$ cat config.mk
export PLATFORM = sky130hd
export DESIGN_NAME = video_frame_reader_flat
export DESIGN_NICKNAME = d
export VERILOG_FILES = /design/src/rtl/video_frame_reader_if.sv /design/src/rtl/video_frame_reader.sv /design/src/flat_wrapper.sv
export SDC_FILE = /design/constraint.sdc
export NUM_CORES = 1
export LEC_CHECK = 0
export BUFFER_PORTS_ARGS = -buffer_cell sky130_fd_sc_hd__buf_2
export CAP_MARGIN = 20
export CORE_MARGIN = 2
export CORE_UTILIZATION = 52
export CTS_BUF_LIST = sky130_fd_sc_hd__clkbuf_4
export DETAILED_ROUTE_END_ITERATION = 10
export PLACE_DENSITY = 0.71
export RECOVER_POWER = 100
export SLEW_MARGIN = 20
export SYNTH_ARGS = -nofsm -noshare
export SYNTH_HDL_FRONTEND = slang
export SYNTH_SLANG_ARGS = --single-unit
$ cat constraint.sdc
create_clock -name clk -period 6.3 [get_ports clk]
set_clock_uncertainty 0.2 [all_clocks]
set_input_delay 1.26 -clock clk [delete_from_list [all_inputs] [get_ports clk]]
set_output_delay 1.26 -clock clk [all_outputs]
set_load 0.02 [all_outputs]
$ cat src/rtl/video_frame_reader_if.sv
// Frame reader bus bundle: the synchronous-read memory port plus the
// vsync/href/gray pixel stream handed to the image processing chain.
interface video_frame_reader_if #(
   parameter int ADDR_W = 20
);
   logic              mem_rd_en;
   logic [ADDR_W-1:0] mem_rd_addr;
   logic [7:0]        mem_rd_data;
   logic              out_img_vsync;
   logic              out_img_href;
   logic [7:0]        out_img_gray;

   // The reader drives reads and the video stream; memory returns data.
   modport master (
      output mem_rd_en,
      output mem_rd_addr,
      input  mem_rd_data,
      output out_img_vsync,
      output out_img_href,
      output out_img_gray
   );

   // Memory/sink side of the same bundle.
   modport slave (
      input  mem_rd_en,
      input  mem_rd_addr,
      output mem_rd_data,
      input  out_img_vsync,
      input  out_img_href,
      input  out_img_gray
   );
endinterface

$ cat src/rtl/video_frame_reader.sv
// Frame-buffer reader and video timing source. Walks a grayscale frame
// in raster order from a synchronous-read memory and emits it as a
// vsync/href/gray stream, two cycles behind the internal timing state.
module video_frame_reader #(
   parameter logic [10:0] IMG_HDISP = 11'd640,
   parameter logic [10:0] IMG_VDISP = 11'd480,
   parameter logic [15:0] H_BLANK   = 16'd160,
   parameter logic [15:0] V_PRE     = 16'd16,
   parameter logic [15:0] V_POST    = 16'd16,
   parameter logic [15:0] V_GAP     = 16'd64,
   parameter int          ADDR_W    = 20
) (
   input  logic                  clk,
   input  logic                  rst_n,
   input  logic                  frame_start,
   input  logic                  cont_mode,
   video_frame_reader_if.master  bus,
   output logic                  busy,
   output logic                  frame_done
);

   typedef enum logic [2:0] {
      IDLE,
      V_LEAD,
      LINE_ACT,
      LINE_BLK,
      V_TAIL,
      V_GAP_S
   } state_t;

   state_t            state_q;
   logic [10:0]       pixCnt_q;
   logic [10:0]       lineCnt_q;
   logic [15:0]       blkCnt_q;
   logic [ADDR_W-1:0] addr_q;
   logic              vsync_q;
   logic              href_q;
   logic              busy_q;
   logic              frameDone_q;

   logic              vsyncDly_q;
   logic              hrefDly_q;
   logic              outVsync_q;
   logic              outHref_q;
   logic [7:0]        outGray_q;

   // Timing FSM: vsync/href/busy/frame_done are registered alongside the
   // state so they always match it; frame_done is raised one cycle early
   // so that it coincides with the last V_GAP_S cycle.
   always_ff @(posedge clk or negedge rst_n) begin
      if (!rst_n) begin
         state_q     <= IDLE;
         pixCnt_q    <= 11'd0;
         lineCnt_q   <= 11'd0;
         blkCnt_q    <= 16'd0;
         addr_q      <= '0;
         vsync_q     <= 1'b0;
         href_q      <= 1'b0;
         busy_q      <= 1'b0;
         frameDone_q <= 1'b0;
      end else begin
         frameDone_q <= 1'b0;
         case (state_q)
            IDLE: begin
               if (frame_start) begin
                  state_q   <= V_LEAD;
                  blkCnt_q  <= 16'd0;
                  lineCnt_q <= 11'd0;
                  addr_q    <= '0;
                  vsync_q   <= 1'b1;
                  busy_q    <= 1'b1;
               end
            end
            V_LEAD: begin
               if (blkCnt_q == V_PRE - 16'd1) begin
                  state_q  <= LINE_ACT;
                  pixCnt_q <= 11'd0;
                  href_q   <= 1'b1;
               end else begin
                  blkCnt_q <= blkCnt_q + 16'd1;
               end
            end
            LINE_ACT: begin
               if ((pixCnt_q == IMG_HDISP - 11'd1) && (lineCnt_q == IMG_VDISP - 11'd1)) begin
                  addr_q <= '0;
               end else begin
                  addr_q <= addr_q + 1'b1;
               end
               if (pixCnt_q == IMG_HDISP - 11'd1) begin
                  state_q   <= LINE_BLK;
                  blkCnt_q  <= 16'd0;
                  href_q    <= 1'b0;
                  lineCnt_q <= lineCnt_q + 11'd1;
               end else begin
                  pixCnt_q <= pixCnt_q + 11'd1;
               end
            end
            LINE_BLK: begin
               if (blkCnt_q == H_BLANK - 16'd1) begin
                  if (lineCnt_q == IMG_VDISP) begin
                     state_q  <= V_TAIL;
                     blkCnt_q <= 16'd0;
                  end else begin
                     state_q  <= LINE_ACT;
                     pixCnt_q <= 11'd0;
                     href_q   <= 1'b1;
                  end
               end else begin
                  blkCnt_q <= blkCnt_q + 16'd1;
               end
            end
            V_TAIL: begin
               if (blkCnt_q == V_POST - 16'd1) begin
                  state_q     <= V_GAP_S;
                  blkCnt_q    <= 16'd0;
                  vsync_q     <= 1'b0;
                  frameDone_q <= (V_GAP == 16'd1);
               end else begin
                  blkCnt_q <= blkCnt_q + 16'd1;
               end
            end
            V_GAP_S: begin
               if (blkCnt_q == V_GAP - 16'd1) begin
                  if (cont_mode) begin
                     state_q   <= V_LEAD;
                     blkCnt_q  <= 16'd0;
                     lineCnt_q <= 11'd0;
                     addr_q    <= '0;
                     vsync_q   <= 1'b1;
                  end else begin
                     state_q <= IDLE;
                     busy_q  <= 1'b0;
                  end
               end else begin
                  blkCnt_q    <= blkCnt_q + 16'd1;
                  frameDone_q <= (blkCnt_q + 16'd1 == V_GAP - 16'd1);
               end
            end
            default: begin
               state_q <= IDLE;
               busy_q  <= 1'b0;
               vsync_q <= 1'b0;
               href_q  <= 1'b0;
            end
         endcase
      end
   end

   // Output pipeline: two stages of delay on vsync/href, and the memory
   // word captured one cycle after its read so it lands beside its href.
   always_ff @(posedge clk or negedge rst_n) begin
      if (!rst_n) begin
         vsyncDly_q <= 1'b0;
         hrefDly_q  <= 1'b0;
         outVsync_q <= 1'b0;
         outHref_q  <= 1'b0;
         outGray_q  <= 8'h00;
      end else begin
         vsyncDly_q <= vsync_q;
         hrefDly_q  <= href_q;
         outVsync_q <= vsyncDly_q;
         outHref_q  <= hrefDly_q;
         outGray_q  <= hrefDly_q ? bus.mem_rd_data : 8'h00;
      end
   end

   assign bus.mem_rd_en     = href_q;
   assign bus.mem_rd_addr   = addr_q;
   assign bus.out_img_vsync = outVsync_q;
   assign bus.out_img_href  = outHref_q;
   assign bus.out_img_gray  = outGray_q;
   assign busy              = busy_q;
   assign frame_done        = frameDone_q;

endmodule

$ cat src/flat_wrapper.sv
// flat-port wrapper written by rule: the top's interface ports become plain ports
module video_frame_reader_flat 
#(
   parameter logic [10:0] IMG_HDISP = 11'd640,
   parameter logic [10:0] IMG_VDISP = 11'd480,
   parameter logic [15:0] H_BLANK   = 16'd160,
   parameter logic [15:0] V_PRE     = 16'd16,
   parameter logic [15:0] V_POST    = 16'd16,
   parameter logic [15:0] V_GAP     = 16'd64,
   parameter int          ADDR_W    = 20
)
  (clk, rst_n, frame_start, cont_mode, busy, frame_done, bus_mem_rd_en, bus_mem_rd_addr, bus_mem_rd_data, bus_out_img_vsync, bus_out_img_href, bus_out_img_gray);
  video_frame_reader_if #(.ADDR_W(ADDR_W)) bus_i ();
  input  logic clk;
  input  logic rst_n;
  input  logic frame_start;
  input  logic cont_mode;
  output logic busy;
  output logic frame_done;
  output wire logic [$bits(bus_i.mem_rd_en)-1:0] bus_mem_rd_en;
  output wire logic [$bits(bus_i.mem_rd_addr)-1:0] bus_mem_rd_addr;
  input wire logic [$bits(bus_i.mem_rd_data)-1:0] bus_mem_rd_data;
  output wire logic [$bits(bus_i.out_img_vsync)-1:0] bus_out_img_vsync;
  output wire logic [$bits(bus_i.out_img_href)-1:0] bus_out_img_href;
  output wire logic [$bits(bus_i.out_img_gray)-1:0] bus_out_img_gray;
  assign bus_mem_rd_en = bus_i.mem_rd_en;
  assign bus_mem_rd_addr = bus_i.mem_rd_addr;
  assign bus_i.mem_rd_data = bus_mem_rd_data;
  assign bus_out_img_vsync = bus_i.out_img_vsync;
  assign bus_out_img_href = bus_i.out_img_href;
  assign bus_out_img_gray = bus_i.out_img_gray;
  video_frame_reader #(.IMG_HDISP(IMG_HDISP), .IMG_VDISP(IMG_VDISP), .H_BLANK(H_BLANK), .V_PRE(V_PRE), .V_POST(V_POST), .V_GAP(V_GAP), .ADDR_W(ADDR_W)) u_core (.clk(clk), .rst_n(rst_n), .frame_start(frame_start), .cont_mode(cont_mode), .bus(bus_i), .busy(busy), .frame_done(frame_done));
endmodule
==> results.toml <==
[critical_path]
cp.required_ns = 6.45
crit_top_cell = "or4_1"
endpoint_kind = "flip-flop"
cp_slowest_cell = "o211ai_1"
start_kind = "flip-flop"
r2r.worst_path.cells = 6
crit_start = "u_core.blkCnt_q[10]"
worstPathArrival_ns = 3.73
worstPathMaxFanout = 18
crit_type = "reg -> reg"
crit_chain = "or4_1 > or4_1 > o31a_1 > o211ai_1 > o21ai_0 > o21ai_1"
reg2reg_setup_slack_ns = 2.72
reg2reg_from = "u_core.blkCnt_q[10]"
reg2reg_to = "u_core.blkCnt_q[12]"
max_stage_delay_ns = 1.01

[hold_path]
min_path_cells = 0
min_to = "u_core.bus.out_img_vsync"
worstHoldStart = "u_core.vsyncDly_q"
hp-class = "reg -> reg"

[die]
core_area_sq_um = 7767
die_area_sq_um = 8807
io_pins = 45
num_rows = 32
die_w_microns = 93.85
die_h_microns = 93.85
start_util = 0.5404

[logic_synthesis]
ys_top_cells_by_area = "dfrtp_1, o21ai_0, nor2_1, a21oi_1, nand2_1"
synthesis.area_sq_um = 4198
seq_area_frac_synth = 0.4590
synth-compound-area-share = 0.1851
synth_adder_area_share = 0.01788
syn_inst = 473
synth_top_family_by_area = "simple AND/OR/NAND/NOR gates"
synth.most_common_cell = "dfrtp_1"
synthMuxAreaShare = 0.002683
syn_avg_cell_area_sq_um = 8.875
yosys.area_share.simple = 0.2626
synth_top_cell_by_area = "dfrtp_1"
synth_cell_type_count = 51
ys.flop_type = "dfrtp_1"
synth_nets = 491
synthArstFlopShare = 1.000
yosys.area.top_type_share = 0.4590
ys_top_cells_by_count = "dfrtp_1, nor2_1, o21ai_0"
yosysWarnings = 0
synth-seq-cells = 77
synth-xor-area-share = 0.03547
synth_edf_count = 0

[placed_design]
dp.cells = 599
port_buffers = 44
place_congestion = 0.9079
dpl.hpwl_mm = 6.253
dp_slack_ns = 3.187
placed_cell_area_sq_um = 4481

[route]
wl_per_cell_microns = 15.23
drc = 0
via_count = 3664
drtIter0Drc = 265
via_per_inst = 5.958
antenna_left = 0
wl_mm = 9.365
drtPass1Iterations = 5

[clock_tree]
clk_pin_slew_worst_paths_ns = 0.12
root_buffer = "clkbuf_4"
clock_sinks = 77
post_cts_resized = 0
clock_path_buffers = 2
cts-buffers-inserted = 9
postCtsSetupBuffers = 0
cts_hold_buffers = 0
htree_levels = 3
worst_skew_pair.late_latency_ns = 0.42
cts_tree = "built"

[cells_and_area]
drive_above_1_share = 0.06445
fin_cells = 615
syn_to_final_growth_pct = 9.240
fin_area_sq_um = 4586
nets = 526

[global_routing]
overflow = 0
grt_pass1_wl_mm = 15.86
grt_pass1_vias = 3360
antenna_found_initial = 1
grtUsageTotal = 0.2268
grt_max_degree = 78

[sta]
max_freq_ghz = 0.2790
hold_violations = 0
setup_viol = 0
finalCritPeriodShare = 0.5689
worstMarginPinSlew_ns = 1.282
tns_ns = 0
rsz0062_at_grt = "no"
relSlewSlack = 0.1413
setup_ws_ns = 2.716
drv_slew = 0
fin_crit_ns = 3.584

[run_status]
status = "complete, no violations"

[power_and_ir_drop]
power_leakage_nw = 1.908
cellPowerDensity_nw_per_um2 = 197.9
finalPower_mw = 0.9074
ir_worst_vdd_v = 0.0001046

[flow_run]
maxCapViolations = 0
## critical path: cells and delay by family (launching register included)
family / cells / cell delay (ns)
flops: 1 / 0.47
simple gates: 2 / 1.12
compound gates: 4 / 1.72
## report_power, final
group	internal [mW]	switching (mW)	leakage, nW
logic	0.00880	0.0180	0.876
clock network	0.199	0.175	0.0960
registers	0.500	0.00622	0.936
## routing by layer
layer	vias to the layer above	GRT usage	wire length (microns)
li1	1788	-	-
met1	1750	0.3117	4410
met2	111	0.3518	4260
met3	15	0.05618	550
met4	0	0.07609	143
met5	-	0	0
## placed cells by master (no fill, tap or decap), types with 4 or more instances in the layout
cell type and count:
dfrtp_1 77, o21ai_0 51, nor2_1 49, clkbuf_1 35, nand2_1 33, a21oi_1 28, nand3_1 24, and3_1 18
inv_1 14, o31ai_1 13, xnor2_1 12, nor4_1 11, nand2b_1 10, buf_2 10, and2_1 9, nor3_1 9
clkbuf_4 9, or3_1 7, ha_1 6, nand4_1 5, xor2_1 5, o211ai_1 5, and4_1 5, or4_1 5
a31oi_1 4, nand3b_1 4, nor4b_1 4, nor2b_1 4, o41ai_1 4, o22ai_1 4
## state kept, by name, summed over array words and instances (netlist names), 3 cells and up
register / count
u_core.bus.mem_rd_addr: 20
u_core.pixCnt_q: 11
u_core.lineCnt_q: 11
u_core.blkCnt_q: 16
u_core.bus.out_img_gray: 8
u_core.state_q: 3
## final cells by class
cell class	instances	area (sq um)
Sequential cell	77	1927
Inverter	14	52.55
Clock inverter	6	112.6
Multi-Input combinational cell	359	2100
Timing Repair Buffer	47	196.4
Clock buffer	9	67.56
Antenna cell	1	2.502
Tap cell	102	127.6
Fill cell	709	3182
## through the flow
stage                     hold slack [ns]  utilization
after floorplan                    0.1312            -
after global placement             0.1330       0.5768
after detailed placement           0.1364       0.5768
after CTS                          0.1648       0.6000
after global routing               0.1753       0.5904
final                              0.1635       0.5904
## cell families (layout without fill, tap and decap cells)
kind of cell / Yosys count / after routing
buffers and inverters: 37 / 76
other: 0 / 1
AO/OA/AOI/OAI: 128 / 128
adder cells (fa/ha/maj): 6 / 6
multiplexers: 1 / 1
XOR/XNOR: 17 / 17
flip-flops: 77 / 77
AND/OR/NAND/NOR: 207 / 207
## worst max-delay path by stage
stage / endpoint / cells after the start
CTS: u_core.blkCnt_q[9] / 7
global placement: u_core.blkCnt_q[9] / 7
detailed placement: u_core.blkCnt_q[7] / 7
floorplan: u_core.lineCnt_q[9] / 7
global route: u_core.blkCnt_q[12] / 6
finish: u_core.blkCnt_q[12] / 6
(Power assumes the default switching activity.)
